## src/rtl/pipe_skid_stage.sv

```systemverilog
// Pipeline stage register with valid/ready handshake, optional skid entry,
// flush, bubble control gating and a saturating back-pressure counter.
module pipe_skid_stage #(
  parameter int unsigned DATA_W    = 32,
  parameter int unsigned CTRL_W    = 8,
  parameter int unsigned SKID      = 1,
  parameter int unsigned ZERO_DATA = 1,
  parameter int unsigned CNT_W     = 16
) (
  input  logic              clk,
  input  logic              CLR,
  input  logic              flush,
  input  logic              in_valid,
  output logic              in_ready,
  input  logic [DATA_W-1:0] in_data,
  input  logic [CTRL_W-1:0] in_ctrl,
  output logic              out_valid,
  input  logic              out_ready,
  output logic [DATA_W-1:0] out_data,
  output logic [CTRL_W-1:0] out_ctrl,
  output logic [1:0]        occupancy,
  output logic [CNT_W-1:0]  stall_cnt
);

  // Main entry (drives outputs) and skid entry
  logic              m_valid_q, m_valid_d;
  logic [DATA_W-1:0] m_data_q,  m_data_d;
  logic [CTRL_W-1:0] m_ctrl_q,  m_ctrl_d;
  logic              s_valid_q, s_valid_d;
  logic [DATA_W-1:0] s_data_q,  s_data_d;
  logic [CTRL_W-1:0] s_ctrl_q,  s_ctrl_d;
  logic [CNT_W-1:0]  cnt_q,     cnt_d;
  logic              in_fire;
  logic              out_fire;

  // With a skid entry in_ready is purely state; without it, a consuming
  // downstream frees the single entry in the same cycle.
  assign in_ready = (SKID != 0) ? ~s_valid_q : (~m_valid_q | out_ready);

  // Handshake bookkeeping and next-state selection for both entries
  always_comb begin
    m_valid_d = m_valid_q;
    m_data_d  = m_data_q;
    m_ctrl_d  = m_ctrl_q;
    s_valid_d = s_valid_q;
    s_data_d  = s_data_q;
    s_ctrl_d  = s_ctrl_q;
    cnt_d     = cnt_q;
    in_fire   = in_valid & in_ready;
    out_fire  = m_valid_q & out_ready;

    if (m_valid_q && !out_ready && !(&cnt_q)) begin
      cnt_d = cnt_q + CNT_W'(1);
    end

    if (SKID != 0) begin
      if (!m_valid_q) begin
        if (in_fire) begin
          m_valid_d = 1'b1;
          m_data_d  = in_data;
          m_ctrl_d  = in_ctrl;
        end
      end else if (out_fire) begin
        if (s_valid_q) begin
          m_valid_d = 1'b1;
          m_data_d  = s_data_q;
          m_ctrl_d  = s_ctrl_q;
          s_valid_d = 1'b0;
        end else if (in_fire) begin
          m_valid_d = 1'b1;
          m_data_d  = in_data;
          m_ctrl_d  = in_ctrl;
        end else begin
          m_valid_d = 1'b0;
        end
      end else if (in_fire) begin
        s_valid_d = 1'b1;
        s_data_d  = in_data;
        s_ctrl_d  = in_ctrl;
      end
    end else begin
      if (in_fire) begin
        m_valid_d = 1'b1;
        m_data_d  = in_data;
        m_ctrl_d  = in_ctrl;
      end else if (out_fire) begin
        m_valid_d = 1'b0;
      end
    end
  end

  // State update: CLR beats flush beats handshakes; flush keeps the counter
  always_ff @(posedge clk) begin
    if (CLR || flush) begin
      m_valid_q <= 1'b0;
      s_valid_q <= 1'b0;
      m_ctrl_q  <= '0;
      s_ctrl_q  <= '0;
      if (ZERO_DATA != 0) begin
        m_data_q <= '0;
        s_data_q <= '0;
      end
      if (CLR) begin
        cnt_q <= '0;
      end
    end else begin
      m_valid_q <= m_valid_d;
      m_data_q  <= m_data_d;
      m_ctrl_q  <= m_ctrl_d;
      s_valid_q <= s_valid_d;
      s_data_q  <= s_data_d;
      s_ctrl_q  <= s_ctrl_d;
      cnt_q     <= cnt_d;
    end
  end

  assign out_valid = m_valid_q;
  assign out_data  = m_data_q;
  assign out_ctrl  = m_ctrl_q & {CTRL_W{m_valid_q}};
  assign occupancy = {1'b0, m_valid_q} + {1'b0, s_valid_q};
  assign stall_cnt = cnt_q;

endmodule

```

## config.mk

```make
export PLATFORM = sky130hd
export DESIGN_NAME = pipe_skid_stage
export DESIGN_NICKNAME = d
export VERILOG_FILES = /design/src/rtl/pipe_skid_stage.sv
export SDC_FILE = /design/constraint.sdc
export NUM_CORES = 1
export LEC_CHECK = 0
export ABC_AREA = 1
export CAP_MARGIN = 10
export CORE_UTILIZATION = 45
export DETAILED_ROUTE_END_ITERATION = 8
export GPL_ROUTABILITY_DRIVEN = 0
export PLACE_DENSITY = 0.73
export SLEW_MARGIN = 20
export SYNTH_ARGS = -nofsm -noshare
export SYNTH_HDL_FRONTEND = slang
export SYNTH_SLANG_ARGS = --single-unit
export TNS_END_PERCENT = 1
```

## constraint.sdc

```tcl
create_clock -name clk -period 4.9 [get_ports clk]
set_input_delay 0.49 -clock clk [delete_from_list [all_inputs] [get_ports clk]]
set_output_delay 0.49 -clock clk [all_outputs]
set_load 0.02 [all_outputs]
```

==> out/metrics.yaml, run 1 <==
outcome:
  outcome: "finished clean"
grt:
  grt_usage_pct: 21.9
  grt_overflow: 0
  grt_pass1_vias: 3749
  grt_antenna_before_repair: 0
  grt_max_degree: 89
  grt_pass1_wl_um: 17900
drt:
  vias: 3888
  viasPerCell: 5.34
  drt-initial-drc-count: 169
  firstDrtPassIters: 4
  antenna_left: 0
  drt-wirelength-per-cell_um: 14.8
  routed_wirelength_um: 10700
  drcViolationCount: 0
floorplan:
  rows: 35
  core_area_um2: 9420
  initial_core_util_pct: 47.1
  die_w_um: 101
  io_pins: 105
  dieArea_um2: 10300
  die_h_um: 101
finish:
  area_growth_pct: 28.1
  n_antenna_cell: 0
  final_nets: 642
  multi_input_area_um2: 1960
  drive_above_1_share_pct: 18.9
  finalNonFillerCells: 728
  seq_area_um2: 2120
  fin_util_pct: 60.3
  fill_cells: 836
timing:
  relSlewSlack_pct: 28.3
  rsz0062_at_grt: "false"
  drv_slew: 0
  setup_viol: 0
  fin_crit_ns: 2.86
  fin_skew_ns: 0.00852
  fmax_mhz: 350
  worst_slack_ns: 2.04
  finalHoldViolCount: 0
  tns_ns: 0
  tightest_slew_ns: 1.08
  timing.final.crit_share_pct: 58.4
clocking:
  hold_buffers: 0
  clock-root-buffer: "clkbuf_8"
  post_cts_resized: 0
  cts_max_path_buffers: 2
  cts_setup_buffers: 0
  clk_pin_slew_ns: 0.09
  numCtsBuffers: 9
  worstSkewPairLatency_ns: 0.35
  clock-sinks: 98
  cts_tree: "yes"
  htreeDepth: 3
pwr:
  peakVddDrop_v: 0.000128
  swShare_pct: 24.8
  pwr-share-comb_pct: 13.1
  p_leak_nw: 2.18
  p_int_mw: 1.28
  power.share.sequential_pct: 50.9
  switching_power_uw: 422
  pwr-share-clk_pct: 36.0
  power_mw: 1.70
  powerDensity_nw_per_um2: 300
yosys:
  syn_area_per_cell_um2: 8.70
  synth_area_um2: 4440
  syn_inst: 510
  synth_warnings: 0
  synth_fp_nets: 557
  synth-seq-cells: 98
  ys_types: 30
  ys_seq_area_share_pct: 47.8
worst_hold_path:
  min_path_type: "reg2reg"
place:
  numPortBuffers: 104
  hpwlAfterDp_um: 6840
  dp.cells: 713
  pre_cts_slack_ns: 1.70
worst_setup_path:
  start_kind: "primary input"
  cp.arrival_ns: 3.15
  cp.required_ns: 5.19
  cp-end-kind: "flip-flop"
  crit_type: "in2reg"
  crit_path_max_fanout: 43
run:
  maxCapViolations: 0
## placed cells by master, fill, tap and decap left out, drive strengths merged
cell | netlist | final
xor2 | 1 | 1
edfxtp | 16 | 16
inv | 34 | 34
o22ai | 40 | 40
o21a | 1 | 1
o21bai | 1 | 1
nand3b | 1 | 1
nand2 | 45 | 45
bufinv | 0 | 3
dfxtp | 82 | 82
a21oi | 51 | 51
a31oi | 1 | 1
nor2 | 105 | 105
clkinv | 0 | 2
ha | 2 | 2
nand3 | 7 | 7
clkbuf | 8 | 10
nor3 | 1 | 1
buf | 27 | 5
clkdlybuf4s50 | 0 | 104
o21ai | 84 | 84
nand4 | 3 | 3
## logic make-up after synthesis
group	count (synthesis)	share of synthesized area (%)
flops	98	47.8
simple gates	162	15.0
xor+xnor	1	0.197
compound gates	178	28.4
fa+ha+maj	2	0.564
buf+inv	69	7.98
## state kept, by name, summed over array words and instances, names as in the netlist
| register | flops |
|---|---|
| out_data | 32 |
| out_valid | 1 |
| stall_cnt | 16 |
| s_valid_q | 1 |
| s_data_q | 32 |
| m_ctrl_q | 8 |
| s_ctrl_q | 8 |
## metrics by stage
| stage | cell area [um^2] | hold WS [ns] |
|---|---|---|
| after floorplan | 4440 | 0.463 |
| after global placement | 5450 | 0.478 |
| after detailed placement | 5450 | 0.483 |
| after CTS | 5680 | 0.508 |
| after global routing | 5680 | 0.534 |
| final | 5680 | 0.507 |
## area by class of cell
class                      count  area share (%)
sequential                    98            37.4
multi-input combinational    343            34.5
timing repair buffer         109            19.0
tap                          129            2.84
clock buffer                  10            2.25
inverter                      34            2.25
clock inverter                 5            1.83
## synthesized netlist by cell type (all sizes together)
master,count,area share (%)
nand3,7,0.79
edfxtp,16,11
xor2,1,0.20
nor3,1,0.11
ha,2,0.56
inv,34,2.9
a31oi,1,0.14
nor2,105,9.5
o22ai,40,5.6
buf,27,4.4
o21ai,84,13
a21oi,51,9.4
clkbuf,8,0.68
nand2,45,4.0
dfxtp,82,37
o21bai,1,0.17
nand4,3,0.42
o21a,1,0.17
nand3b,1,0.17
## path summary, 6_finish.rpt
path,start,end,slack [ns],depth (start not counted)
max,in_valid,out_data[4],2.04,6
min,s_ctrl_q[1],s_ctrl_q[1],0.51,2
max reg2reg,out_valid,out_data[4],2.19,5
min reg2reg,s_ctrl_q[1],s_ctrl_q[1],0.51,2
## power by group through the flow
stage | sequential [mW] | combinational, mW | clock, mW
after floorplan | 0.905 | 0.106 | 0
final | 0.868 | 0.223 | 0.612
after CTS | 0.868 | 0.224 | 0.618
after global placement | 0.886 | 0.219 | 0
after global routing | 0.872 | 0.240 | 0.656
after detailed placement | 0.886 | 0.223 | 0
## critical path: stages
cell             delay (ns)
clkdlybuf4s50_1        0.48
nand2_2                0.53
a21oi_4                1.06
buf_4                  0.35
o21ai_2                0.07
a21oi_2                0.15
## per-layer routing
| layer | up-vias | share of wire, % | track usage (%) |
|---|---|---|---|
| li1 | 1913 | - | - |
| met1 | 1851 | 46 | 29.6 |
| met2 | 116 | 48 | 35.8 |
| met3 | 8 | 5.6 | 4.35 |
| met4 | 0 | 0.66 | 5.80 |
| met5 | - | 0 | 0 |
Note: power is estimated with default switching activity, not from simulation.
==> run 2, diff against run 1 <==
- clock period: 4.9 -> 2.78 ns (I/O delays scaled with it)
==> out/metrics.yaml, run 2 (same netlist as run 1, synthesis figures left out) <==
outcome:
  outcome: "finished clean"
drt:
  routed_wirelength_um: 10900  # +1.5%
  drt-wirelength-per-cell_um: 14.9  # +0.96%
  viasPerCell: 5.25  # -1.7%
  antenna_left: 0  # unchanged
  vias: 3842  # -1.2%
  drcViolationCount: 0  # unchanged
  firstDrtPassIters: 4  # unchanged
  drt-initial-drc-count: 190  # +12%
floorplan:
  core_area_um2: 9420  # unchanged
  rows: 35  # unchanged
  initial_core_util_pct: 47.1  # unchanged
  die_h_um: 101  # unchanged
  die_w_um: 101  # unchanged
  dieArea_um2: 10300  # unchanged
  io_pins: 105  # unchanged
finish:
  n_antenna_cell: 0  # unchanged
  final_common_cell: "clkdlybuf4s50_1"
  finalNonFillerCells: 732  # +0.55%
  final_nets: 645  # +0.47%
  drive_above_1_share_pct: 19.4  # +0.54 points
  area_growth_pct: 28.0  # about the same
  fin_area_um2: 5680  # about the same
  final_cell_mix: "clkdlybuf4s50_1, nor2_1, dfxtp_1, nand2_1, o21ai_1"
timing:
  fin_skew_ns: 0.0100  # +0.00148 ns
  timing.final.crit_share_pct: 75.1
  fin_crit_ns: 2.09
  rsz0062_at_grt: "false"
  tightest_slew_ns: 1.07  # -0.00742 ns
  setup_viol: 0  # unchanged
  fmax_mhz: 479
  tns_ns: 0  # unchanged
  drv_slew: 0  # unchanged
  finalHoldViolCount: 0  # unchanged
  hold_slack_ns: 0.504  # -0.00320 ns
  relSlewSlack_pct: 28.8  # +0.49 points
place:
  hpwlAfterDp_um: 7070  # +3.3%
  dp.cells: 716  # +0.42%
  place_area_um2: 5470  # +0.41%
  numPortBuffers: 104  # unchanged
clocking:
  post_cts_resized: 0  # unchanged
  cts_max_path_buffers: 2  # unchanged
  htreeDepth: 3  # unchanged
  cts_setup_buffers: 0  # unchanged
  cts_tree: "yes"
  clk_pin_slew_ns: 0.09  # about the same
  numCtsBuffers: 9  # unchanged
  worstSkewPairLatency_ns: 0.36  # about the same
  hold_buffers: 0  # unchanged
  clock-root-buffer: "clkbuf_8"
  clock-sinks: 98  # unchanged
worst_setup_path:
  cp-end-kind: "flip-flop"
  slowest_stage: "edfxtp_1"
  crit_path_max_fanout: 16  # -63%
  critical-path-top-delay-family: "simple AND/OR/NAND/NOR gates"
  crit_type: "reg2reg"
  worst_path_most_repeated_cell: "nand2_1"
  cp.required_ns: 2.74  # -2.45 ns
  worstPathCellList: "ha_1 > nand2_1 > nor2_1 > nand4_1 > o21ai_1 > nand2_1"
  max_stage_delay_ns: 0.42  # -0.64 ns
  cp.buffers_inverters: 0  # -2
  start_kind: "flip-flop"
  cp.arrival_ns: 2.05  # -1.10 ns
grt:
  grt_usage_pct: 22.4  # +0.49 points
  grt_antenna_before_repair: 0  # unchanged
  grt_overflow: 0  # unchanged
  grt_pass1_wl_um: 17900  # -0.11%
  grt_max_degree: 89  # unchanged
  grt_pass1_vias: 3617  # -3.5%
run:
  maxCapViolations: 0  # unchanged
worst_hold_path:
  min_path_type: "reg2reg"
pwr:
  powerDensity_nw_per_um2: 509  # +70%
  p_leak_nw: 2.18  # about the same
  peakVddDrop_v: 0.000279  # +120%
## run 2: cell types whose count changed in the layout (fill, tap and decap cells not counted)
| cell | previous run | this run |
|---|---|---|
| buf_4 | 5 | 8 |
| clkbuf_8 | 9 | 11 |
| clkinv_4 | 1 | 0 |
| bufinv_16 | 3 | 1 |
| inv_4 | 0 | 1 |
| clkinvlp_4 | 0 | 1 |
## run 2: layer usage
metal | GRT usage [%] | up-vias | share of wire [%]
met4 | 6.47 | 0 | 1.4
met5 | 0 | - | 0
li1 | - | 1915 | -
met1 | 29.3 | 1818 | 47
met2 | 37.0 | 96 | 46
met3 | 5.04 | 13 | 5.0
## run 2: path summary, 6_finish.rpt
kind,start,to,slack [ns],cells after the start
worst max register to register,stall_cnt[0],stall_cnt[10],0.69,6
worst min register to register,s_data_q[11],s_data_q[11],0.50,2
worst max-delay path,stall_cnt[0],stall_cnt[10],0.69,6
worst min-delay path,s_data_q[11],s_data_q[11],0.50,2
## run 2: where the power goes
group | switching (mW) | total (mW) | internal, mW
Sequential | 0.0395 | 1.53 | 1.49
Combinational | 0.219 | 0.398 | 0.179
Clock | 0.497 | 0.962 | 0.465
## run 2: area by class of cell
class	count	area (um^2)
repair buffers	112	1100
clock buffers	12	155
flip-flops and latches	98	2120
clock inverters	4	48.8
inverters	34	128
fillers	848	3740
multi-input cells	343	1960
well taps	129	161
## run 2: stage by stage
| stage | util (%) | worst slack (ns) | power [mW] |
|---|---|---|---|
| floorplan | - | 0.899 | 1.78 |
| global placement | 58.1 | 0.601 | 1.95 |
| detailed placement | 58.1 | 0.592 | 1.96 |
| CTS | 60.3 | 0.670 | 2.90 |
| global route | 60.3 | 0.450 | 3.01 |
| finish | 60.3 | 0.694 | 2.89 |
## run 2: worst min-delay path: cells and delay by family (launching register included)
family          cells  cell delay, ns
compound gates      1            0.07
flops               1            0.33
simple gates        1            0.07
